**config.mk**
```make
export PLATFORM = sky130hd
export DESIGN_NAME = instr_mem_loader
export DESIGN_NICKNAME = d
export VERILOG_FILES = /design/src/rtl/instr_mem_loader_pkg.sv /design/src/rtl/instr_mem_loader.sv
export SDC_FILE = /design/constraint.sdc
export NUM_CORES = 1
export LEC_CHECK = 0
export CORE_MARGIN = 2
export CORE_UTILIZATION = 58
export DETAILED_ROUTE_END_ITERATION = 16
export PLACE_DENSITY = 0.87
export SYNTH_ARGS = -nofsm -noshare
export SYNTH_HDL_FRONTEND = slang
export SYNTH_SLANG_ARGS = --single-unit
export TNS_END_PERCENT = 50
```
**constraint.sdc**
```tcl
create_clock -name Clock -period 4.3 [get_ports Clock]
set_input_delay 0.43 -clock Clock [delete_from_list [all_inputs] [get_ports Clock]]
set_output_delay 0.43 -clock Clock [all_outputs]
set_load 0.005 [all_outputs]
```
**src/rtl/instr_mem_loader_pkg.sv**
```systemverilog
// -----------------------------------------------------------------------------
// instr_mem_loader_pkg
// Shared types and constants for the instruction-memory boot loader:
// FSM state encoding, error codes, frame header size and the header check
// helper used when the length field completes.
// -----------------------------------------------------------------------------
package instr_mem_loader_pkg;

    localparam int unsigned DEF_MEM_BYTES = 128;
    localparam int unsigned DEF_ADDR_W    = 7;
    localparam int unsigned HDR_BYTES     = 4;
    localparam int unsigned PC_W          = 16;
    localparam int unsigned BYTE_W        = 8;

    // Loader FSM states, in frame order; RUN and ERR are terminal until Restart.
    typedef enum logic [2:0] {
        ADDR_HI = 3'd0,
        ADDR_LO = 3'd1,
        LEN_HI  = 3'd2,
        LEN_LO  = 3'd3,
        DATA    = 3'd4,
        CSUM    = 3'd5,
        RUN     = 3'd6,
        ERR     = 3'd7
    } state_t;

    typedef logic [1:0] err_code_t;

    localparam err_code_t ERR_LEN    = 2'd0;
    localparam err_code_t ERR_BOUNDS = 2'd1;
    localparam err_code_t ERR_ALIGN  = 2'd2;
    localparam err_code_t ERR_CSUM   = 2'd3;

    // Result of the header check: fail flag plus the highest-priority code.
    typedef struct packed {
        logic      fail;
        err_code_t code;
    } hdr_chk_t;

    // Validate start address and byte count against the memory size.
    // Priority: length > bounds > alignment. Sum is done in 17 bits so a
    // start near 0xFFFF cannot wrap back into range.
    function automatic hdr_chk_t check_header(
        input logic [PC_W-1:0] start,
        input logic [PC_W-1:0] n,
        input logic [PC_W:0]   mem_bytes
    );
        hdr_chk_t        r;
        logic [PC_W:0]   end_addr;
        r.fail   = 1'b0;
        r.code   = ERR_LEN;
        end_addr = {1'b0, start} + {1'b0, n};
        if ((n == '0) || ({1'b0, n} > mem_bytes)) begin
            r.fail = 1'b1;
            r.code = ERR_LEN;
        end else if (end_addr > mem_bytes) begin
            r.fail = 1'b1;
            r.code = ERR_BOUNDS;
        end else if (start[0] || n[0]) begin
            r.fail = 1'b1;
            r.code = ERR_ALIGN;
        end
        return r;
    endfunction

endpackage

```
**src/rtl/instr_mem_loader.sv**
```systemverilog
// -----------------------------------------------------------------------------
// instr_mem_loader
// Byte-stream boot loader that writes a framed program image into the
// 128 x 8 instruction memory, then releases the CPU at the header start PC.
// Frame (big-endian): ADDR_HI ADDR_LO LEN_HI LEN_LO, N payload bytes, and
// one checksum byte equal to the XOR of the payload.
//
// Ports:
//   Clock      in   rising-edge clock
//   Reset      in   async active-high reset, returns to ADDR_HI
//   InByte     in   stream byte
//   InValid    in   InByte valid
//   InReady    out  byte accepted this cycle when InValid=1 (registered)
//   Restart    in   sync restart from RUN or ERR, ignored elsewhere
//   MemWrEn    out  memory byte write strobe (one cycle per payload byte)
//   MemAddr    out  memory byte address
//   MemWrData  out  memory write byte
//   CpuRun     out  1 = CPU may run
//   StartPc    out  start address from header, valid while CpuRun=1
//   Error      out  sticky load failure
//   ErrCode    out  0 length, 1 bounds, 2 alignment, 3 checksum
// -----------------------------------------------------------------------------
module instr_mem_loader
    import instr_mem_loader_pkg::*;
#(
    parameter int unsigned MEM_BYTES = DEF_MEM_BYTES,
    parameter int unsigned ADDR_W    = DEF_ADDR_W
) (
    input  logic              Clock,
    input  logic              Reset,
    input  logic [7:0]        InByte,
    input  logic              InValid,
    output logic              InReady,
    input  logic              Restart,
    output logic              MemWrEn,
    output logic [ADDR_W-1:0] MemAddr,
    output logic [7:0]        MemWrData,
    output logic              CpuRun,
    output logic [15:0]       StartPc,
    output logic              Error,
    output logic [1:0]        ErrCode
);

    // Remaining-byte counter must hold the full memory size (N = MEM_BYTES).
    localparam int unsigned CNT_W = ADDR_W + 1;

    state_t              state_q, state_d;

    // Datapath registers
    logic [PC_W-1:0]     start_q,     start_d;
    logic [BYTE_W-1:0]   len_hi_q,    len_hi_d;
    logic [CNT_W-1:0]    remaining_q, remaining_d;
    logic [BYTE_W-1:0]   xor_q,       xor_d;
    logic [ADDR_W-1:0]   wr_ptr_q,    wr_ptr_d;

    // Next values of the registered outputs
    logic                in_ready_d;
    logic                mem_wr_en_d;
    logic [ADDR_W-1:0]   mem_addr_d;
    logic [BYTE_W-1:0]   mem_wr_data_d;
    logic                cpu_run_d;
    logic [PC_W-1:0]     start_pc_d;
    logic                error_d;
    err_code_t           err_code_d;

    logic                accept;
    logic [PC_W-1:0]     hdr_len;
    hdr_chk_t            hdr_chk;
    logic                last_byte;
    logic                csum_ok;

    // InReady is a flop, so accept never depends combinationally on itself.
    assign accept    = InValid & InReady;
    assign hdr_len   = {len_hi_q, InByte};
    assign hdr_chk   = check_header(start_q, hdr_len, (PC_W+1)'(MEM_BYTES));
    assign last_byte = (remaining_q == CNT_W'(1));
    assign csum_ok   = (InByte == xor_q);

    // State register
    always_ff @(posedge Clock or posedge Reset) begin
        if (Reset) begin
            state_q <= ADDR_HI;
        end else begin
            state_q <= state_d;
        end
    end

    // Next-state logic
    always_comb begin
        state_d = state_q;
        case (state_q)
            ADDR_HI: if (accept) state_d = ADDR_LO;
            ADDR_LO: if (accept) state_d = LEN_HI;
            LEN_HI:  if (accept) state_d = LEN_LO;
            LEN_LO:  if (accept) state_d = hdr_chk.fail ? ERR : DATA;
            DATA:    if (accept && last_byte) state_d = CSUM;
            CSUM:    if (accept) state_d = csum_ok ? RUN : ERR;
            RUN:     if (Restart) state_d = ADDR_HI;
            ERR:     if (Restart) state_d = ADDR_HI;
            default: state_d = ADDR_HI;
        endcase
    end

    // Output and datapath next-value logic
    always_comb begin
        start_d       = start_q;
        len_hi_d      = len_hi_q;
        remaining_d   = remaining_q;
        xor_d         = xor_q;
        wr_ptr_d      = wr_ptr_q;
        mem_wr_en_d   = 1'b0;
        mem_addr_d    = MemAddr;
        mem_wr_data_d = MemWrData;
        start_pc_d    = StartPc;
        err_code_d    = ErrCode;

        // Status outputs follow the state being entered, giving one-cycle latency.
        in_ready_d = (state_d != RUN) && (state_d != ERR);
        cpu_run_d  = (state_d == RUN);
        error_d    = (state_d == ERR);

        case (state_q)
            ADDR_HI: if (accept) start_d[15:8] = InByte;
            ADDR_LO: if (accept) start_d[7:0]  = InByte;
            LEN_HI:  if (accept) len_hi_d      = InByte;
            LEN_LO: begin
                if (accept) begin
                    if (hdr_chk.fail) begin
                        err_code_d = hdr_chk.code;
                    end else begin
                        remaining_d = CNT_W'(hdr_len);
                        wr_ptr_d    = start_q[ADDR_W-1:0];
                        xor_d       = '0;
                    end
                end
            end
            DATA: begin
                if (accept) begin
                    mem_wr_en_d   = 1'b1;
                    mem_addr_d    = wr_ptr_q;
                    mem_wr_data_d = InByte;
                    wr_ptr_d      = wr_ptr_q + ADDR_W'(1);
                    remaining_d   = remaining_q - CNT_W'(1);
                    xor_d         = xor_q ^ InByte;
                end
            end
            CSUM: begin
                if (accept) begin
                    if (csum_ok) begin
                        start_pc_d = start_q;
                    end else begin
                        err_code_d = ERR_CSUM;
                    end
                end
            end
            RUN, ERR: begin
                // Restart re-arms the loader with a clean accumulator and status.
                if (Restart) begin
                    xor_d       = '0;
                    remaining_d = '0;
                    err_code_d  = ERR_LEN;
                end
            end
            default: ;
        endcase
    end

    // Datapath and registered outputs
    always_ff @(posedge Clock or posedge Reset) begin
        if (Reset) begin
            start_q     <= '0;
            len_hi_q    <= '0;
            remaining_q <= '0;
            xor_q       <= '0;
            wr_ptr_q    <= '0;
            InReady     <= 1'b1;
            MemWrEn     <= 1'b0;
            MemAddr     <= '0;
            MemWrData   <= '0;
            CpuRun      <= 1'b0;
            StartPc     <= '0;
            Error       <= 1'b0;
            ErrCode     <= ERR_LEN;
        end else begin
            start_q     <= start_d;
            len_hi_q    <= len_hi_d;
            remaining_q <= remaining_d;
            xor_q       <= xor_d;
            wr_ptr_q    <= wr_ptr_d;
            InReady     <= in_ready_d;
            MemWrEn     <= mem_wr_en_d;
            MemAddr     <= mem_addr_d;
            MemWrData   <= mem_wr_data_d;
            CpuRun      <= cpu_run_d;
            StartPc     <= start_pc_d;
            Error       <= error_d;
            ErrCode     <= err_code_d;
        end
    end

endmodule

```
Word level (Yosys, flattened, before mapping)
Index checks and enable logic that the tools add are counted.
- logic and storage cells: 94
- input bits: 12
- output and inout bits: 37
- register bits: 87
- order comparisons: 2
- bitwise operators: 2
- reductions and logical operators: 18
- equality and inequality tests: 20
- add/sub/neg operators: 3
- muxes and demuxes: 34
- operator list (kind ; count):
    8-bit 2-to-1 mux ; 7
    8-bit case mux with 3 select lines ; 2
    3-bit 2-to-1 mux ; 10
    7-bit 2-to-1 mux ; 3
    3-bit case mux with 7 select lines ; 1
    3-bit equality test (second input constant) ; 6
    16-bit by 16-bit adder with 17-bit output ; 1
    17-bit by 8-bit > comparator with 1-bit output (second input constant) ; 1
    16-bit by 8-bit > comparator with 1-bit output (second input constant) ; 1
    16-bit logical NOT ; 1
    7-bit case mux with 2 select lines ; 1
    2-bit 2-to-1 mux ; 6
    2-bit != test (second input constant) ; 6
    8-bit by 1-bit equality test with 1-bit output (second input constant) ; 1
    8-bit equality test ; 1
    2-bit AND reduction ; 4
    8-bit by 1-bit subtractor with 8-bit output (second input constant) ; 1
    8-bit bitwise XOR ; 1
    7-bit by 1-bit adder with 7-bit output (second input constant) ; 1
    3-bit by 2-bit equality test with 1-bit output (second input constant) ; 2
    3-bit != test (second input constant) ; 2
    2-bit case mux with 3 select lines ; 1
    6-bit AND reduction ; 1
    3-bit nonzero test ; 2
    12 further kinds ; 16

Logic depth before layout (Yosys ltp)
Gate-level depths: netlist of the first run.
- word-level depth: 9
- gate-level depth with buffers: 11
- gate-level depth less buffers: 10

Worst setup path after synthesis of the first run
Ideal clock, no wire load.
- path kind: input to register
- start: input port InByte[4]
- end: register ErrCode[0]
- arrival: 3237 ps
- stages: 10
- library setup time: 125 ps
- path buffers: 1
- path slack: 938 ps
- required time: 4175 ps
- cell sequence: ha_1 -> a21oi_1 -> and2_1 -> a211oi_2 -> or4_1 -> a2111o_1 -> or4b_4 -> buf_6 -> a32o_1 -> mux2_2
- word-level cells in the longest chain between the ends: 7
- elaborated cells between the ends (all ways): 14
- those cells by class: add/sub: 1; order compare: 2; eq/ne: 3; mux: 5; reduce/logical: 3
- RTL lines (element ; RTL line ; RTL):
    start, declared ; instr_mem_loader.sv:31 ; input logic [7:0] InByte,
    16-bit by 16-bit adder with 17-bit output ; instr_mem_loader_pkg.sv:52 ; end_addr = {1'b0, start} + {1'b0, n};
    17-bit by 8-bit > comparator with 1-bit output ; instr_mem_loader_pkg.sv:56 ; end else if (end_addr > mem_bytes) begin
    3-bit 2-to-1 mux ; instr_mem_loader_pkg.sv:56 ;
    3-bit 2-to-1 mux ; instr_mem_loader_pkg.sv:53 ; if ((n == '0) || ({1'b0, n} > mem_bytes)) begin
    2-bit 2-to-1 mux ; instr_mem_loader.sv:128 ; if (hdr_chk.fail) begin
    2-bit 2-to-1 mux ; instr_mem_loader.sv:127 ; if (accept) begin
    2-bit case mux with 3 select lines ; instr_mem_loader.sv:122 ; case (state_q)
    end signal, assigned ; instr_mem_loader.sv:197 ; ErrCode <= err_code_d;
    end, declared ; instr_mem_loader.sv:41 ; output logic [1:0] ErrCode
Parallel ways exist; a longest one is shown, timed or not. The select of a mux whose other input is x is not followed.
A chain may end at the register's enable or synchronous reset.

Worst setup path after layout of the first run
- start: input port InByte[4]
- end: register wr_ptr_q[5]
- word-level cells in the longest chain between the ends: 6
- elaborated cells between the ends (all ways): 9
- those cells by class: add/sub: 1; order compare: 2; eq/ne: 1; mux: 2; reduce/logical: 3
- RTL lines (element ; RTL line ; RTL):
    16-bit by 16-bit adder with 17-bit output ; instr_mem_loader_pkg.sv:52 ;
    17-bit by 8-bit > comparator with 1-bit output ; instr_mem_loader_pkg.sv:56 ;
    3-bit 2-to-1 mux ; instr_mem_loader_pkg.sv:56 ;
    3-bit 2-to-1 mux (*) ; instr_mem_loader_pkg.sv:53 ;
    2-bit != test (no line) (*) ; -- ;
    4-bit AND reduction (no line) (*) ; -- ;
    end signal, assigned ; instr_mem_loader.sv:189 ; wr_ptr_q <= wr_ptr_d;
    end, declared ; instr_mem_loader.sv:54 ; logic [ADDR_W-1:0] wr_ptr_q, wr_ptr_d;
Every way passes the cells marked *; elsewhere a longest branch is shown, timed or not.

==> qor.csv, run 1 <==
stage,metric,value,unit
run_status,status,completed,
timing,endpoints failing setup,0,
synth,cell area after synthesis,0.004974,sq mm
timing,Slew headroom,45.41,%
synth,"EDFF count, synth",0,
route,Initial DRT Pass Iterations,5,
floorplanning,die area,0.009332,sq mm
synth,prevailing post-synth register cell,dfrtp_1,
route,antenna-violating nets left,0,
power_and_ir_drop,static leakage,2.621,nW
grt,initial antenna violation count,0,
route,Final Routed Wirelength,12450,microns
clocking,clock root cell,clkbuf_8,
finish,fin util,70.20,%
clocking,Num CTS Buffers,9,
grt,largest net degree at the start of global routing,48,
min_path,Worst Hold Class,reg -> reg,
timing,Final period util,86.11,%
grt,GRT Total Usage,27.38,%
floorplanning,core area,0.008258,sq mm
clocking,post-CTS setup buffers,0,
timing,hold slack,0.4804,ns
synth,fraction of registers with async set/reset,100.0,%
finish,Final Non-Filler Cells,699,
placed_design,Port Buffers,48,
timing,Final Skew,0.01494,ns
clocking,clock slew at reported path FFs,0.10,ns
synth,Cell variety after synth,64,
timing,PnR worst setup slack,0.5974,ns
critical_path,Required @ worst endpoint,4.61,ns
finish,fin area,0.005797,sq mm
clocking,Clock Sinks,87,
power_and_ir_drop,Worst VDD drop,0.3327,mV
timing,fin crit period,3.703,ns
synth,Cells after Synth,538,
timing,"Hold Violations, Final",0,
timing,worst-margin pin slew,0.8180,ns
timing,fmax,270.1,MHz
placed_design,DP Area,0.005608,sq mm
synth,"flops & latches, synth",87,
finish,Ant. Diodes,0,
placed_design,DP HPWL,8913,microns
clocking,"Hold-fix buffers, CTS",0,
clocking,later-pin clock latency in the skew report,0.38,ns
clocking,H-tree lvl count,3,
synth,"top cells by area, synth","dfrtp_1 (43%), mux2_2 (7.5%), nand2_1 (7.1%), ha_1 (5.0%), a21oi_1 (3.1%)",
finish,Nets,622,
floorplanning,Die W,96.60,microns
timing,max-slew violation count,0,
timing,RSZ-0062 raised after global routing,false,
grt,vias in the first global route,4272,
finish,layout cells sized above 1,12.63,%
synth,average size of a mapped cell,9.244,sq um
placed_design,Placed Cells incl. Taps,683,
clocking,clk buf depth,2,
route,DRC viols,0,
synth,Yosys top cell by area,dfrtp_1,
synth,top-area cell type share of the netlist area,43.27,%
synth,post-synthesis sequential area ratio,43.80,%
route,wire length per cell,17.81,microns
finish,Fill cells,671,
power_and_ir_drop,power density over cell area,668.7,mW/mm^2
power_and_ir_drop,total power draw,3.876,mW
floorplanning,die height,96.60,microns
synth,Yosys warning count,0,
synth,Synthesized Nets,571,
critical_path,CP Capture Type,flip-flop,
floorplanning,row count,33,
floorplanning,I/O pin count,49,
clocking,CTS tree,yes,
finish,Layout area overhead,16.55,%
route,vias per cell,6.300,
grt,first-pass GRT wire length,20930,microns
critical_path,Startpoint Class,input port,
critical_path,Crit Path Max Fanout,12,
critical_path,WP data arrival,4.01,ns
route,drt first-iter violations,362,
synth,"count leader, synth",nand2_1,
critical_path,crit path kind,in -> reg,
grt,gr ovfl total,0,
run,Maximum Capacitance Violations,0,
placed_design,pre-CTS setup slack,0.2524,ns
clocking,cts repair resizes,0,
floorplanning,Initial Utilization,60.23,%
synth,synth cell count leaders,"nand2_1 (94), dfrtp_1 (86), mux2_2 (33)",
placed_design,gpl congestion,0.9794,
timing,Setup TNS,0,ns
route,vias,4404,
==> worst paths after layout <==
check / from / to / slack, ns / cells after the start
worst min-delay path: MemWrData[5] / MemWrData[5] / 0.48 / 2
min in group asynchronous: Reset / start_q[13] / 0.50 / 2
worst max-delay path: InByte[4] / wr_ptr_q[5] / 0.60 / 10
max in group asynchronous: Reset / start_q[6] / 2.77 / 3
worst min register to register: MemWrData[5] / MemWrData[5] / 0.48 / 2
worst max register to register: start_q[6] / wr_ptr_q[5] / 0.66 / 8
==> registers in the layout (all words and copies together), names as in the netlist <==
signal       flops
MemWrEn          1
start_q         16
len_hi_q         8
xor_q            8
InReady          1
StartPc         16
MemWrData        8
Error            1
ErrCode          2
state_q          3
MemAddr          7
wr_ptr_q         7
remaining_q      8
CpuRun           1
==> power by group <==
part | leakage, nW | switching (mW) | internal (mW)
sequential | 1.12 | 0.277 | 1.10
clock | 0.0939 | 0.321 | 0.234
combinational | 1.41 | 1.07 | 0.873
total | 2.62 | 1.67 | 2.20
==> critical path: stages <==
cell and delay [ns]:
clkdlybuf4s50_1 0.44, ha_1 0.37, a21oi_1 0.31, and2_1 0.24
a211oi_2 0.09, or4_1 0.47, a2111o_1 0.39, or4b_4 0.60
nor4_2 0.44, o211a_1 0.22
==> placed cells by master, fill, tap and decap left out, types with 16 or more instances in the layout <==
cell / count
a21oi_1: 31
buf_4: 16
clkdlybuf4s50_1: 48
dfrtp_1: 86
ha_1: 20
inv_1: 24
mux2_2: 33
nand2_1: 94
nand3_1: 16
nor2_1: 27
nor3_1: 18
o21ai_0: 31
==> layout make-up <==
cell class | count | area [sq um] | share of cell area (%)
Multi-Input combinational cell | 402 | 2603 | 44.90
Sequential cell | 87 | 2178 | 37.58
Timing Repair Buffer | 64 | 600.6 | 10.36
Clock buffer | 10 | 137.6 | 2.374
Tap cell | 105 | 131.4 | 2.266
Inverter | 25 | 95.09 | 1.640
Clock inverter | 6 | 51.30 | 0.8850
==> routing by layer <==
layer | vias to the layer above | track usage, % | routed length [microns]
met5 | - | 0 | 0
met4 | 0 | 11.27 | 391
met3 | 41 | 4.841 | 934
met2 | 223 | 41.29 | 5682
met1 | 2091 | 39.29 | 5442
li1 | 2049 | - | -
==> cell families after synthesis <==
logic type	count (synthesis)	share of synthesized area, %
AND/OR/NAND/NOR	205	19.65
flip-flops	87	43.80
XOR/XNOR	9	1.585
AO/OA/AOI/OAI	133	17.99
buffers and inverters	49	3.874
multiplexers	34	7.673
adder cells (fa/ha/maj)	21	5.434
No activity file was read; power rests on OpenSTA's default activity.
==> run 2, diff against run 1 <==
CTS_CLUSTER_DIAMETER = 60   (was unset)
==> results of run 2 <==
Same layout as run 1: the final DEF is identical, and so are final timing and power.
==> run 3, diff against run 2 <==
CORE_UTILIZATION = 55   (was 58)
PLACE_DENSITY = 0.83   (was 0.87)
==> qor.csv, run 3 (synthesis results as in run 1) <==
stage,metric,value,unit
critical_path,Required @ worst endpoint,4.61,ns
clocking,H-tree lvl count,3,
clocking,clk buf depth,2,
finish,"commonest non-fill, non-tap cell in the layout",nand2_1,
floorplanning,die area,0.009820,sq mm
timing,"Hold Violations, Final",0,
timing,Setup TNS,0,ns
route,wire length per cell,17.58,microns
min_path,Worst Hold Class,reg -> reg,
floorplanning,core area,0.008763,sq mm
timing,max-slew violation count,0,
grt,initial antenna violation count,0,
floorplanning,Die W,99.10,microns
power_and_ir_drop,power density over cell area,674.1,mW/mm^2
clocking,Clock Sinks,87,
clocking,"Hold-fix buffers, CTS",0,
power_and_ir_drop,Clock power frac,15.3,%
timing,Slew headroom,31.49,%
timing,endpoints failing setup,0,
power_and_ir_drop,switching pwr,1.674,mW
critical_path,WP data arrival,4.07,ns
clocking,post-CTS setup buffers,0,
clocking,cts repair resizes,0,
min_path,Worst Hold End,remaining_q[7],
clocking,CTS tree,yes,
power_and_ir_drop,switching part of the total,42.80,%
timing,RSZ-0062 raised after global routing,false,
floorplanning,Initial Utilization,56.75,%
power_and_ir_drop,Int Power,2.237,mW
clocking,clock slew at reported path FFs,0.09,ns
grt,gr ovfl total,0,
route,vias per cell,6.306,
critical_path,Reg2Reg Depth,8,
route,Initial DRT Pass Iterations,6,
power_and_ir_drop,Worst VDD drop,0.3002,mV
timing,hold slack,0.4754,ns
critical_path,Crit Path Max Fanout,12,
clocking,later-pin clock latency in the skew report,0.37,ns
finish,Ant. Diodes,0,
route,antenna-violating nets left,0,
run_status,status,completed,
min_path,Hold Path Depth,1,
route,vias,4414,
critical_path,crit path kind,in -> reg,
timing,fin crit period,3.768,ns
timing,worst-margin pin slew,1.028,ns
placed_design,gpl congestion,0.9440,
grt,GRT Total Usage,25.94,%
power_and_ir_drop,sequential power share,35.0,%
critical_path,Startpoint Class,input port,
placed_design,pre-CTS setup slack,0.2190,ns
timing,fmax,265.4,MHz
critical_path,Reg-to-Reg End,wr_ptr_q[5],
finish,layout cells sized above 1,12.50,%
power_and_ir_drop,combinational power share,49.7,%
route,drt first-iter violations,380,
critical_path,critical register-to-register path startpoint,start_q[6],
grt,first-pass GRT wire length,20260,microns
run,Maximum Capacitance Violations,0,
floorplanning,die height,99.10,microns
timing,Final period util,87.63,%
clocking,clock root cell,clkbuf_8,
finish,Layout area overhead,16.68,%
floorplanning,row count,34,
placed_design,DP HPWL,8698,microns
placed_design,Port Buffers,48,
min_path,Worst Hold Launch,remaining_q[7],
critical_path,R2R Setup Slk,0.61,ns
grt,vias in the first global route,4089,
finish,most frequent cells in the layout,"nand2_1 (94), dfrtp_1 (86), clkdlybuf4s50_1 (48), mux2_2 (33)",
finish,Nets,620,
route,DRC viols,0,
power_and_ir_drop,static leakage,2.619,nW
clocking,Num CTS Buffers,9,
route,Final Routed Wirelength,12300,microns
floorplanning,I/O pin count,49,
grt,largest net degree at the start of global routing,60,
timing,Final Skew,0.01249,ns
finish,biggest regs,"StartPc x16, start_q x16",
critical_path,CP Capture Type,flip-flop,
timing,PnR worst setup slack,0.5317,ns
run 3: final cells by class:
type	instances	area, sq um
inverters	25	95.09
flip-flops and latches	87	2178
well taps	108	135.1
fillers	706	2960
clock buffers	9	123.9
clock inverters	7	77.57
multi-input cells	402	2608
repair buffers	62	585.6
run 3: power by group through the flow:
stage	Combinational, mW	Clock (mW)	Sequential, mW
final	1.94	0.600	1.37
after global routing	2.14	0.643	1.41
after CTS	1.91	0.602	1.36
after detailed placement	1.89	0	1.38
after global placement	1.85	0	1.36
after floorplan	1.43	0	1.29
run 3: critical path, stage by stage:
cell,delay (ns)
clkdlybuf4s50_1,0.43
ha_1,0.37
a21oi_1,0.32
and2_1,0.24
a211oi_2,0.10
or4_1,0.47
a2111o_1,0.40
or4b_4,0.59
nor4_2,0.49
o211a_1,0.23
run 3: metal layers:
layer  global-route usage, %  vias up  share of wire (%)
met3                   4.849       34                6.7
met2                   41.16      212                 46
met1                   36.07     2130                 45
met5                       0        -                  0
met4                   8.851        0                2.7
li1                        -     2038                  -
run 3: worst max-delay path by stage:
| stage | endpoint | start | cells after the start |
|---|---|---|---|
| after floorplan | ErrCode[0] | InByte[4] | 10 |
| after global placement | wr_ptr_q[4] | InByte[4] | 10 |
| after detailed placement | wr_ptr_q[5] | InByte[4] | 10 |
| after CTS | wr_ptr_q[5] | InByte[4] | 10 |
| after global routing | wr_ptr_q[4] | InByte[6] | 9 |
| final | wr_ptr_q[5] | InByte[4] | 10 |
run 3: stage by stage:
step | std cells | instance area, sq um | util [%] | total power, mW
finish | 700 | 5803 | 66.22 | 3.912
global route | 700 | 5803 | 66.22 | 4.197
CTS | 700 | 5803 | 66.22 | 3.870
detailed placement | 684 | 5602 | 63.92 | 3.269
global placement | 684 | 5602 | 63.92 | 3.214
floorplan | 538 | 4974 | - | 2.717
==> edit 1, RTL diff (settings of run 2) <==
Register the output `Error` once more; this adds one clock of latency there. The other outputs are not delayed to match.
--- a/src/rtl/instr_mem_loader.sv
+++ b/src/rtl/instr_mem_loader.sv
@@ -44,6 +44,8 @@
     // Remaining-byte counter must hold the full memory size (N = MEM_BYTES).
     localparam int unsigned CNT_W = ADDR_W + 1;
 
+    logic Error_s0;
+
     state_t              state_q, state_d;
 
     // Datapath registers
@@ -179,7 +181,7 @@
             MemWrData   <= '0;
             CpuRun      <= 1'b0;
             StartPc     <= '0;
-            Error       <= 1'b0;
+            Error_s0    <= 1'b0;
             ErrCode     <= ERR_LEN;
         end else begin
             start_q     <= start_d;
@@ -193,10 +195,14 @@
             MemWrData   <= mem_wr_data_d;
             CpuRun      <= cpu_run_d;
             StartPc     <= start_pc_d;
-            Error       <= error_d;
+            Error_s0    <= error_d;
             ErrCode     <= err_code_d;
         end
     end
 
+    always_ff @(posedge Clock) begin
+        Error <= Error_s0;
+    end
+
 endmodule
 
Formal check against the unedited RTL: not equivalent (a bounded check fails within 10 cycles, from zero or initial values and one cycle with Reset high).
==> edit 1 against run 2 <==
- non-clock buffer count unchanged
- clock power grew 11%
- count of clock-buffer cells in the layout decreased by 1
- synthesized area grew 0.40%
- critical path type unchanged
- setup slack worse by 0.069 ns
- routed wire length grew 2.5%
- sequential cell count grew 1
- critical endpoint is now Error_s0$_DFF_PP0_
- cell area grew 0.73%
- power grew 2.3%
==> edit 1: results (changes against run 2) <==
switch share 42.94% (-0.24 points); DP Cell Count 684 (+0.15%); worst hold path stage count 0 (-2); Die W 96.79 µm (+0.19%); routed wl met2 5.850 mm (+3.0%); RePlAce Congestion 0.9586 (-2.1%); largest net degree at the start of global routing 63 (+31%); Syn Nets 572 (+0.18%); min-delay src Error_s0$_DFF_PP0_; Leak 2.637 nW (+0.62%); Cell variety after synth 65 (+1.6%); register area share after synthesis 44.02% (+0.23 points); filler cell count 647 (-3.6%); met1 wire length 5.511 mm (+1.3%); Crit path max-delay family compound AO/OA/AOI/OAI gates; Final clock-cell share 3.621% (+0.36 points); Worst Skew 0.01648 ns (+0.001541 ns); worst setup margin 0.5282 ns (-0.06920 ns); DR WL/cell 18.23 µm (+2.4%); mean post-synth cell area 9.264 µm² (+0.22%); status finished, final reports clean; clock buffer count 9 (-1); signal buffers share of area 10.28% (-0.075 points); synthesized flop and latch total 88 (+1.1%); sequential share of cell area 37.65% (+0.069 points); Synth area leaders dfrtp_1 (43%), mux2_2 (7.4%), nand2_1 (7.1%), ha_1 (5.0%), a21oi_1 (3.1%); Via density 6.317 (+0.27%); first-pass GRT wire length 21.44 mm (+2.4%)
-- edit 1: power groups by stage --
stage          sequential (mW)  combinational [mW]  clock [mW]
2_1_floorplan             1.30                1.43           0
5_1_grt                   1.42                2.17       0.666
3_3_place_gp              1.37                1.87           0
4_1_cts                   1.38                1.94       0.623
6_report                  1.39                1.96       0.616
3_5_place_dp              1.39                1.92           0
-- edit 1: per-layer routing --
metal | up-vias | global-route usage (%)
li1 | 2050 | -
met1 | 2116 | 38.51
met2 | 217 | 43.86
met3 | 39 | 6.286
met4 | 0 | 10.40
met5 | - | 0
-- edit 1: kinds of logic after synthesis --
| kind of cell | share of synthesized area [%] |
|---|---|
| and+or+nand+nor | 19.57 |
| xor gates and xnor gates | 1.579 |
| buffers and inverters | 3.859 |
| muxes | 7.642 |
| DFF | 44.02 |
| adders and majority gates | 5.412 |
| AOI/OAI and AO/OA | 17.92 |
==> edit 2, RTL diff (config.mk and constraints of run 2) <==
Without the edit above. `DEF_ADDR_W`: 7 -> 6.
--- a/src/rtl/instr_mem_loader_pkg.sv
+++ b/src/rtl/instr_mem_loader_pkg.sv
@@ -7,7 +7,7 @@
 package instr_mem_loader_pkg;
 
     localparam int unsigned DEF_MEM_BYTES = 128;
-    localparam int unsigned DEF_ADDR_W    = 7;
+    localparam int unsigned DEF_ADDR_W    = 6;
     localparam int unsigned HDR_BYTES     = 4;
     localparam int unsigned PC_W          = 16;
     localparam int unsigned BYTE_W        = 8;
Ports: changed (resized MemAddr); port bits go from 49 to 48. The function was not compared with the original's and may differ.
==> edit 2 against run 2 <==
- cell area shrank 4.4%
- sequential cell count shrank 3
- setup slack lost 0.084 ns
- fmax shrank 2.2%
- routed wire length shrank 10%
- synthesized area shrank 4.7%
- power shrank 3.3%
- largest power group unchanged
==> edit 2: results (changes against run 2) <==
status finished, final reports clean; FF-to-FF End ErrCode[0]$_DFFE_PP0P_; Total Routing Usage GR 26.81% (-0.57 points); NumNets Final 566 (-9.0%); Final clock-cell share 3.749% (+0.49 points); first-pass GRT wire length 18.50 mm (-12%); nonclk inv count 13 (-48%); RePlAce Congestion 0.9608 (-1.9%); drt pass-1 iters 4 (-1); DP Cell Count 624 (-8.6%); number of port buffers 47 (-2.1%); Leak 2.567 nW (-2.0%); Setup crit start InByte[0]; biggest fanout along the worst timing path 11 (-1); Worst Reg-to-Reg Cells 11 (+3); DR WL/cell 17.46 µm (-1.9%); switch share 41.89% (-1.3 points); signal buffers share of area 10.25% (-0.11 points); WL final 11.18 mm (-10%); filler cell count 601 (-10%); Peak VDD IR 281.5 µV (-15%); Vias 3920 (-11%); reg-to-reg setup timing slack 0.69 ns (+0.03 ns); Clock Sinks 84 (-3.4%); RR Startpoint start_q[0]$_DFFE_PP0P_; multi-input logic area 0.002484 mm² (-4.6%); Repair and plain buffers 60 (-6.3%); Worst Skew 0.01728 ns (+0.002337 ns); crit-path max cell delay 0.68 ns (+0.08 ns); register area share after synthesis 44.35% (+0.55 points); Syn Nets 518 (-9.3%); Synth area leaders dfrtp_1 (44%), mux2_2 (9.0%), nand2_1 (5.9%), ha_1 (5.3%), nor2_1 (2.5%); share of post-route cells with drive strength above 1 15.80% (+3.2 points); sequential share of cell area 37.96% (+0.38 points); drt initial violations 234 (-35%)
[edit 2: cell count changes in the layout (fill, tap and decap cells not counted), moves of 7 or more]
| cell | run 2 | this run |
|---|---|---|
| a21oi_1 | 31 | 22 |
| inv_1 | 24 | 11 |
| nand2_1 | 94 | 74 |
| nor3_1 | 18 | 11 |
| o21ai_0 | 31 | 20 |
| o22ai_1 | 0 | 12 |
[edit 2: how the worst min path moves through the flow]
stage	startpoint	to	slack [ns]
final	MemWrData[1]$_DFFE_PP0P_	MemWrData[1]$_DFFE_PP0P_	0.48
after global routing	MemWrData[4]$_DFFE_PP0P_	MemWrData[4]$_DFFE_PP0P_	0.51
after CTS	MemWrData[1]$_DFFE_PP0P_	MemWrData[1]$_DFFE_PP0P_	0.48
after detailed placement	MemWrData[1]$_DFFE_PP0P_	MemWrData[1]$_DFFE_PP0P_	0.46
after global placement	MemAddr[1]$_DFFE_PP0P_	MemAddr[1]$_DFFE_PP0P_	0.46
after floorplan	remaining_q[3]$_DFFE_PP0P_	remaining_q[3]$_DFFE_PP0P_	0.46
[edit 2: stage by stage]
stage	util [%]	total power [mW]	area, µm²	setup WS, ns	hold WS, ns
6_report	70.96	3.750	5540	0.5135	0.4806
2_1_floorplan	-	2.615	4742	0.9532	0.4571
3_3_place_gp	68.30	3.057	5333	0.2423	0.4592
5_1_grt	70.96	4.021	5540	0.2759	0.5146
3_5_place_dp	68.30	3.118	5333	0.1745	0.4628
4_1_cts	70.96	3.732	5540	0.4963	0.4849
[edit 2: kinds of logic after synthesis]
kind of cell / count (synthesis) / synth area share [%]
and+or+nand+nor: 168 / 16.86
xor gates and xnor gates: 18 / 3.325
muxes: 43 / 10.18
buffers and inverters: 36 / 3.271
AOI/OAI and AO/OA: 115 / 16.31
adders and majority gates: 21 / 5.699
DFF: 84 / 44.35
[edit 2: critical path: cells and delay by family]
kind                       cells  cell delay [ns]
and+or+nand+nor                3             0.99
AOI/OAI and AO/OA              4             0.89
adders and majority gates      2             0.72
buffers and inverters          1             0.48
muxes                          1             0.34
xor gates and xnor gates       1             0.19
[edit 2: metal layers]
metal	vias to the layer above	share of wire, %	wire, µm	track usage [%]
met5	-	0	0	0
met4	0	3.2	361	11.71
met3	28	6.9	769	5.188
met2	150	46	5189	43.15
met1	1893	43	4855	35.53
li1	1849	-	-	-
[edit 2: power by group through the flow]
stage               clock network [mW]  logic [mW]  registers [mW]
floorplan                            0        1.37            1.24
global placement                     0        1.74            1.31
detailed placement                   0        1.79            1.33
CTS                              0.599        1.82            1.32
global route                     0.631        2.03            1.36
finish                           0.597        1.83            1.32
